[src/rtl/fir_pkg.sv]
// Shared types for the FIR coefficient loader: default sizing, FSM state encoding
// and the coefficient-bank layout (tap k in element k, i.e. bits [DW*k +: DW]).
package fir_pkg;

  localparam int NTAPS_DEF = 16;
  localparam int DW_DEF    = 16;

`ifdef COEFF_CHECKSUM_EN
  typedef enum logic [1:0] {
    ST_IDLE   = 2'd0,
    ST_LOAD   = 2'd1,
    ST_CHECK  = 2'd2,
    ST_COMMIT = 2'd3
  } fir_state_t;
`else
  typedef enum logic [1:0] {
    ST_IDLE   = 2'd0,
    ST_LOAD   = 2'd1,
    ST_COMMIT = 2'd3
  } fir_state_t;
`endif

  typedef logic [DW_DEF-1:0]           coeff_t;
  typedef coeff_t [NTAPS_DEF-1:0]      coeff_bank_t;

  // Index width that stays legal for a single-tap bank.
  function automatic int idx_width(input int n);
    return (n > 1) ? $clog2(n) : 1;
  endfunction

endpackage

[src/rtl/fir_coeff_loader_if.sv]
// Control, configuration-stream and coefficient-output signals of the loader.
// master drives start/abort/cfg words; slave is the loader itself.
interface fir_coeff_loader_if #(
  parameter int NTAPS = fir_pkg::NTAPS_DEF,
  parameter int DW    = fir_pkg::DW_DEF
);

  logic                  start;
  logic                  abort;
  logic                  cfg_valid;
  logic [DW-1:0]         cfg_data;
  logic                  cfg_ready;
  logic [NTAPS*DW-1:0]   h_flat;
  logic                  coeff_update;
  logic                  busy;
  logic                  chk_err;

  modport master (
    output start, abort, cfg_valid, cfg_data,
    input  cfg_ready, h_flat, coeff_update, busy, chk_err
  );

  modport slave (
    input  start, abort, cfg_valid, cfg_data,
    output cfg_ready, h_flat, coeff_update, busy, chk_err
  );

endinterface

[src/rtl/fir_coeff_bank.sv]
// Shadow + active coefficient registers; shadow written one word per enable.
// Latency: shadow write and commit both take effect on the next rising edge.
// Backpressure: none, every write/commit request is taken unconditionally.
module fir_coeff_bank
  import fir_pkg::*;
#(
  parameter int  NTAPS = NTAPS_DEF,
  parameter int  DW    = DW_DEF,
  localparam int IW    = idx_width(NTAPS)
) (
  input  logic                clk,
  input  logic                rst,
  input  logic                wr_en,
  input  logic [IW-1:0]       wr_idx,
  input  logic [DW-1:0]       wr_data,
  input  logic                commit,
  output logic [NTAPS*DW-1:0] h_flat
);

  logic [NTAPS-1:0][DW-1:0] shadow_q;
  logic [NTAPS-1:0][DW-1:0] active_q;

  always_ff @(posedge clk or posedge rst) begin
    if (rst) begin
      shadow_q <= '0;
      active_q <= '0;
    end else begin
      if (wr_en) begin
        shadow_q[wr_idx] <= wr_data;
      end
      if (commit) begin
        active_q <= shadow_q;
      end
    end
  end

  assign h_flat = active_q;

endmodule

[src/rtl/fir_coeff_loader.sv]
// Loads NTAPS coefficients into a shadow bank, then commits them atomically to h_flat.
// Latency: h_flat/coeff_update change one edge after the last accepted word (or checksum).
// Backpressure: cfg_ready only in LOAD/CHECK; optional checksum word with COEFF_CHECKSUM_EN.
module fir_coeff_loader
  import fir_pkg::*;
#(
  parameter int NTAPS = NTAPS_DEF,
  parameter int DW    = DW_DEF
) (
  input  logic             clk,
  input  logic             rst,
  fir_coeff_loader_if.slave bus
);

  localparam int            IW       = idx_width(NTAPS);
  localparam logic [IW-1:0] LAST_IDX = IW'(NTAPS - 1);

  fir_state_t    state_q, state_d;
  logic [IW-1:0] idx_q, idx_d;
  logic          load_begin;
  logic          word_acc;
  logic          commit;
  logic          cfg_rdy;
  logic          upd_q;

`ifdef COEFF_CHECKSUM_EN
  logic [DW-1:0] sum_q;
  logic          chk_fail;
  logic          chk_err_q;
`endif

  always_ff @(posedge clk or posedge rst) begin
    if (rst) begin
      state_q <= ST_IDLE;
      idx_q   <= '0;
      upd_q   <= 1'b0;
    end else begin
      state_q <= state_d;
      idx_q   <= idx_d;
      upd_q   <= commit;
    end
  end

  always_comb begin
    state_d    = state_q;
    idx_d      = idx_q;
    load_begin = 1'b0;
    word_acc   = 1'b0;
    commit     = 1'b0;
    cfg_rdy    = 1'b0;
`ifdef COEFF_CHECKSUM_EN
    chk_fail   = 1'b0;
`endif
    case (state_q)
      ST_IDLE: begin
        if (bus.start && !bus.abort) begin
          state_d    = ST_LOAD;
          load_begin = 1'b1;
        end
      end
      ST_LOAD: begin
        cfg_rdy = 1'b1;
        // abort beats start; a restart swallows any word offered that cycle
        if (bus.abort) begin
          state_d = ST_IDLE;
        end else if (bus.start) begin
          load_begin = 1'b1;
        end else if (bus.cfg_valid) begin
          word_acc = 1'b1;
          idx_d    = idx_q + 1'b1;
          if (idx_q == LAST_IDX) begin
`ifdef COEFF_CHECKSUM_EN
            state_d = ST_CHECK;
`else
            state_d = ST_COMMIT;
`endif
          end
        end
      end
`ifdef COEFF_CHECKSUM_EN
      ST_CHECK: begin
        cfg_rdy = 1'b1;
        if (bus.abort) begin
          state_d = ST_IDLE;
        end else if (bus.cfg_valid) begin
          if (bus.cfg_data == sum_q) begin
            state_d = ST_COMMIT;
          end else begin
            state_d  = ST_IDLE;
            chk_fail = 1'b1;
          end
        end
      end
`endif
      ST_COMMIT: begin
        commit  = 1'b1;
        state_d = ST_IDLE;
      end
      default: state_d = ST_IDLE;
    endcase
    if (load_begin) begin
      idx_d = '0;
    end
  end

`ifdef COEFF_CHECKSUM_EN
  // Running modulo-2^DW sum of the words accepted since the last (re)start.
  always_ff @(posedge clk or posedge rst) begin
    if (rst) begin
      sum_q     <= '0;
      chk_err_q <= 1'b0;
    end else begin
      chk_err_q <= chk_fail;
      if (load_begin) begin
        sum_q <= '0;
      end else if (word_acc) begin
        sum_q <= sum_q + bus.cfg_data;
      end
    end
  end

  assign bus.chk_err = chk_err_q;
`else
  assign bus.chk_err = 1'b0;
`endif

  fir_coeff_bank #(
    .NTAPS (NTAPS),
    .DW    (DW)
  ) u_bank (
    .clk     (clk),
    .rst     (rst),
    .wr_en   (word_acc),
    .wr_idx  (idx_q),
    .wr_data (bus.cfg_data),
    .commit  (commit),
    .h_flat  (bus.h_flat)
  );

  assign bus.cfg_ready    = cfg_rdy;
  assign bus.busy         = (state_q != ST_IDLE);
  assign bus.coeff_update = upd_q;

endmodule
[src/flat_wrapper.sv]
// flat-port wrapper written by rule: the top's interface ports become plain ports
module fir_coeff_loader_flat import fir_pkg::*;
#(
  parameter int NTAPS = NTAPS_DEF,
  parameter int DW    = DW_DEF
)
  (clk, rst, bus_start, bus_abort, bus_cfg_valid, bus_cfg_data, bus_cfg_ready, bus_h_flat, bus_coeff_update, bus_busy, bus_chk_err);
  fir_coeff_loader_if #(.NTAPS(NTAPS), .DW(DW)) bus_i ();
  input  logic clk;
  input  logic rst;
  input wire logic [$bits(bus_i.start)-1:0] bus_start;
  input wire logic [$bits(bus_i.abort)-1:0] bus_abort;
  input wire logic [$bits(bus_i.cfg_valid)-1:0] bus_cfg_valid;
  input wire logic [$bits(bus_i.cfg_data)-1:0] bus_cfg_data;
  output wire logic [$bits(bus_i.cfg_ready)-1:0] bus_cfg_ready;
  output wire logic [$bits(bus_i.h_flat)-1:0] bus_h_flat;
  output wire logic [$bits(bus_i.coeff_update)-1:0] bus_coeff_update;
  output wire logic [$bits(bus_i.busy)-1:0] bus_busy;
  output wire logic [$bits(bus_i.chk_err)-1:0] bus_chk_err;
  assign bus_i.start = bus_start;
  assign bus_i.abort = bus_abort;
  assign bus_i.cfg_valid = bus_cfg_valid;
  assign bus_i.cfg_data = bus_cfg_data;
  assign bus_cfg_ready = bus_i.cfg_ready;
  assign bus_h_flat = bus_i.h_flat;
  assign bus_coeff_update = bus_i.coeff_update;
  assign bus_busy = bus_i.busy;
  assign bus_chk_err = bus_i.chk_err;
  fir_coeff_loader #(.NTAPS(NTAPS), .DW(DW)) u_core (.clk(clk), .rst(rst), .bus(bus_i));
endmodule
[config.mk]
export PLATFORM = sky130hd
export DESIGN_NAME = fir_coeff_loader_flat
export DESIGN_NICKNAME = d
export VERILOG_FILES = /design/src/rtl/fir_pkg.sv /design/src/rtl/fir_coeff_loader_if.sv /design/src/rtl/fir_coeff_bank.sv /design/src/rtl/fir_coeff_loader.sv /design/src/flat_wrapper.sv
export SDC_FILE = /design/constraint.sdc
export NUM_CORES = 1
export LEC_CHECK = 0
export CORE_MARGIN = 3
export CORE_UTILIZATION = 50
export DETAILED_ROUTE_END_ITERATION = 8
export DONT_BUFFER_PORTS = 1
export MAX_ROUTING_LAYER = met4
export PLACE_DENSITY = 0.73
export SLEW_MARGIN = 20
export SYNTH_ARGS = -nofsm -noshare
export SYNTH_HDL_FRONTEND = slang
export SYNTH_SLANG_ARGS = --single-unit
[constraint.sdc]
create_clock -name clk -period 29 [get_ports clk]
set_input_delay 4.35 -clock clk [delete_from_list [all_inputs] [get_ports clk]]
set_output_delay 4.35 -clock clk [all_outputs]
set_load 0.01 [all_outputs]
==> out/qor.yml <==
power.internal_w: 0.00113
finalCriticalPeriod_ns: 6.95
crit_family: "buffers and inverters"
synth_ff_type: "dfrtp_1"
whs_endpoint: "u_core.u_bank.h_flat[104]$_DFFE_PP0P_"
hp-class: "register to register"
fmax_mhz: 144
clk_latency_ns: 0.59
slowest_delay_ns: 0.90
clock_sinks: 519
place_hpwl_mm: 28.1
rows: 72
drtIter0Drc: 439
worstPathMaxFanout: 149
nNetsFinal: 1174
final_cell_area_mm2: 0.0220
hold_depth: 1
ys_seq_area_share_pct: 65.2
avgViaCountPerCell: 5.57
drcViolationCount: 0
routed_wl_mm: 44.6
root_buffer: "clkbuf_16"
grt_pass1_wl_mm: 66.2
wl_per_cell_um: 26.1
tightest_slew_ns: 1.11
r2r-start: "u_core.state_q[0]$_DFFE_PP0P_"
netSwitchingFraction_pct: 21.0
critical-path-slowest-cell: "buf_4"
combPwrFrac_pct: 2.0
final_cell_mix: "dfrtp_1 (519), mux2_2 (442), mux2_4 (70)"
die_h_um: 206
cts.repair.resized: 0
status: "finished, final reports clean"
p_per_area_mw_per_mm2: 65.1
gp_congestion: 0.742
synth_cell_type_count: 34
syn_area_per_cell_um2: 17.3
yosysWarnings: 0
pwr-share-seq_pct: 51.5
synth_area_mm2: 0.0199
die_area_mm2: 0.0422
placed_cells: 1611
grt_max_degree: 150
slew_violations: 0
r2r_setup_slack_ns: 25.92
synthesis.nets: 1179
fin_crit_sh_pct: 24.0
final_hold_viol_count: 0
hp-start: "u_core.u_bank.shadow_q[104]$_DFFE_PP0P_"
grt_setup_unrepaired: "false"
ant_nets: 0
gr-total-overflow: 0
p_leak_nw: 11.6
clkPwrFrac_pct: 46.5
peakVddDrop_uv: 45.8
cts_setup_buffers: 0
synthArstFlopShare_pct: 100
worstPathArrival_ns: 7.50
htreeDepth: 2
io_buffer_count: 0
path_class: "primary input to asynchronous set/reset pin"
cts_buffers: 52
worst-r2r-cell-count: 5
grt_pass1_vias: 10116
ys_seq_elements: 519
slew_headroom_pct: 25.9
cts_hold_buffers: 0
regToRegEndpoint: "u_core.u_bank.h_flat[16]$_DFFE_PP0P_"
endpoint_kind: "asynchronous set/reset pin"
start_util_pct: 51.0
crit_required_ns: 29.56
p_switching_w: 0.000301
setup_viol: 0
vias: 9526
fin_cells: 1710
syn_to_final_growth_pct: 10.7
crit_buf_inv: 4
io-pin-count: 281
worstPathCellList: "clkinv_8 > buf_4 > buf_4 > buf_4"
clk_path_buf_depth: 3
finClkSkew_ns: 0.0169
timing.critical_path.mode_cell: "buf_4"
synth-edff-count: 0
antenna_found_initial: 1
coreArea_mm2: 0.0390
die_w_um: 206
drive_gt1_share_pct: 52.6
clkTransAtPathRegs_ns: 0.06
cp-start-kind: "primary input"
final.setup.tns_ns: 0
cts_tree: "done"
cap_viol_max_count: 0
placed_cell_area_mm2: 0.0203
grt_util_all_layers_pct: 21.6
final_common_cell: "dfrtp_1"
syn_inst: 1154
dr.pass1.iters: 4
-- flip-flops by register name (all words and copies together), names as in the netlist --
| register | cells |
|---|---|
| u_core.u_bank.h_flat | 256 |
| u_core.u_bank.shadow_q | 256 |
| u_core.idx_q | 4 |
| u_core.state_q | 2 |
| u_core.bus.coeff_update | 1 |
-- power groups by stage --
stage	sequential (W)	combinational, W	clock [W]
floorplan	0.000751	0.0000259	0
global placement	0.000751	0.0000281	0
detailed placement	0.000752	0.0000294	0
CTS	0.000739	0.0000294	0.000681
global route	0.000739	0.0000334	0.000710
finish	0.000739	0.0000293	0.000666
-- metal layers --
metal	up-vias	GRT usage, %	share of wire (%)
li1	4074	-	-
met1	5149	27.3	41
met2	235	33.9	49
met3	68	7.09	7.7
met4	0	5.61	2.2
met5	-	-	0
-- layout make-up --
class	instances	area (um2)
Antenna cell	1	2.50
Clock buffer	79	1570
Clock inverter	17	153
Fill cell	2985	17000
Inverter	5	33.8
Multi-Input combinational cell	559	6520
Sequential cell	519	13000
Tap cell	518	648
Timing Repair Buffer	12	130
-- cells in the mapped netlist (2+ instances only) --
| master | instances | area, um2 |
|---|---|---|
| mux2_4 | 70 | 1050 |
| buf_6 | 8 | 90.1 |
| nand4_4 | 7 | 149 |
| nor2_1 | 3 | 11.3 |
| nand4_2 | 6 | 75.1 |
| buf_2 | 24 | 120 |
| nor2b_1 | 2 | 12.5 |
| ha_1 | 4 | 50.1 |
| nand2_1 | 3 | 11.3 |
| buf_4 | 7 | 52.6 |
| buf_1 | 4 | 15.0 |
| mux2_2 | 442 | 4980 |
| nand3_1 | 4 | 20.0 |
| dfrtp_1 | 519 | 13000 |
| clkbuf_1 | 27 | 101 |
| inv_1 | 4 | 15.0 |
| and4_1 | 3 | 26.3 |
-- per-stage QoR --
step                      power, W  utilization, %  hold WS, ns  worst slack, ns
after floorplan           0.000777               -        0.474            10.15
after global placement    0.000779            51.9        0.480            21.22
after detailed placement  0.000781            51.9        0.487            21.09
after CTS                  0.00145            56.3        0.500            21.73
after global routing       0.00148            56.5        0.515            21.56
final                      0.00143            56.5        0.497            22.05
-- worst max path at each step --
| stage | from | to | depth (start not counted) |
|---|---|---|---|
| global route | rst | u_core.u_bank.h_flat[23]$_DFFE_PP0P_ | 4 |
| floorplan | rst | u_core.bus.coeff_update$_DFF_PP0_ | 1 |
| global placement | rst | u_core.u_bank.h_flat[134]$_DFFE_PP0P_ | 4 |
| CTS | rst | u_core.u_bank.shadow_q[18]$_DFFE_PP0P_ | 4 |
| detailed placement | rst | u_core.u_bank.h_flat[134]$_DFFE_PP0P_ | 4 |
| finish | rst | u_core.u_bank.shadow_q[201]$_DFFE_PP0P_ | 4 |
-- logic make-up (layout without fill, tap and decap cells) --
group	after synthesis	after routing	synth area share [%]
AO/OA/AOI/OAI	6	6	0.245
flip-flops	519	519	65.2
adder cells (fa/ha/maj)	4	4	0.251
buffers and inverters	76	113	2.10
AND/OR/NAND/NOR	35	35	1.81
other	1	2	0.0188
multiplexers	513	513	30.3
-- worst reg2reg max path, cell delays in order, from the launching register on --
cell	delay [ns]
dfrtp_1	0.32
buf_4	0.35
nand2_4	0.48
inv_4	0.52
buf_4	0.83
mux2_2	0.47
Power figures use the tool's default switching activity.
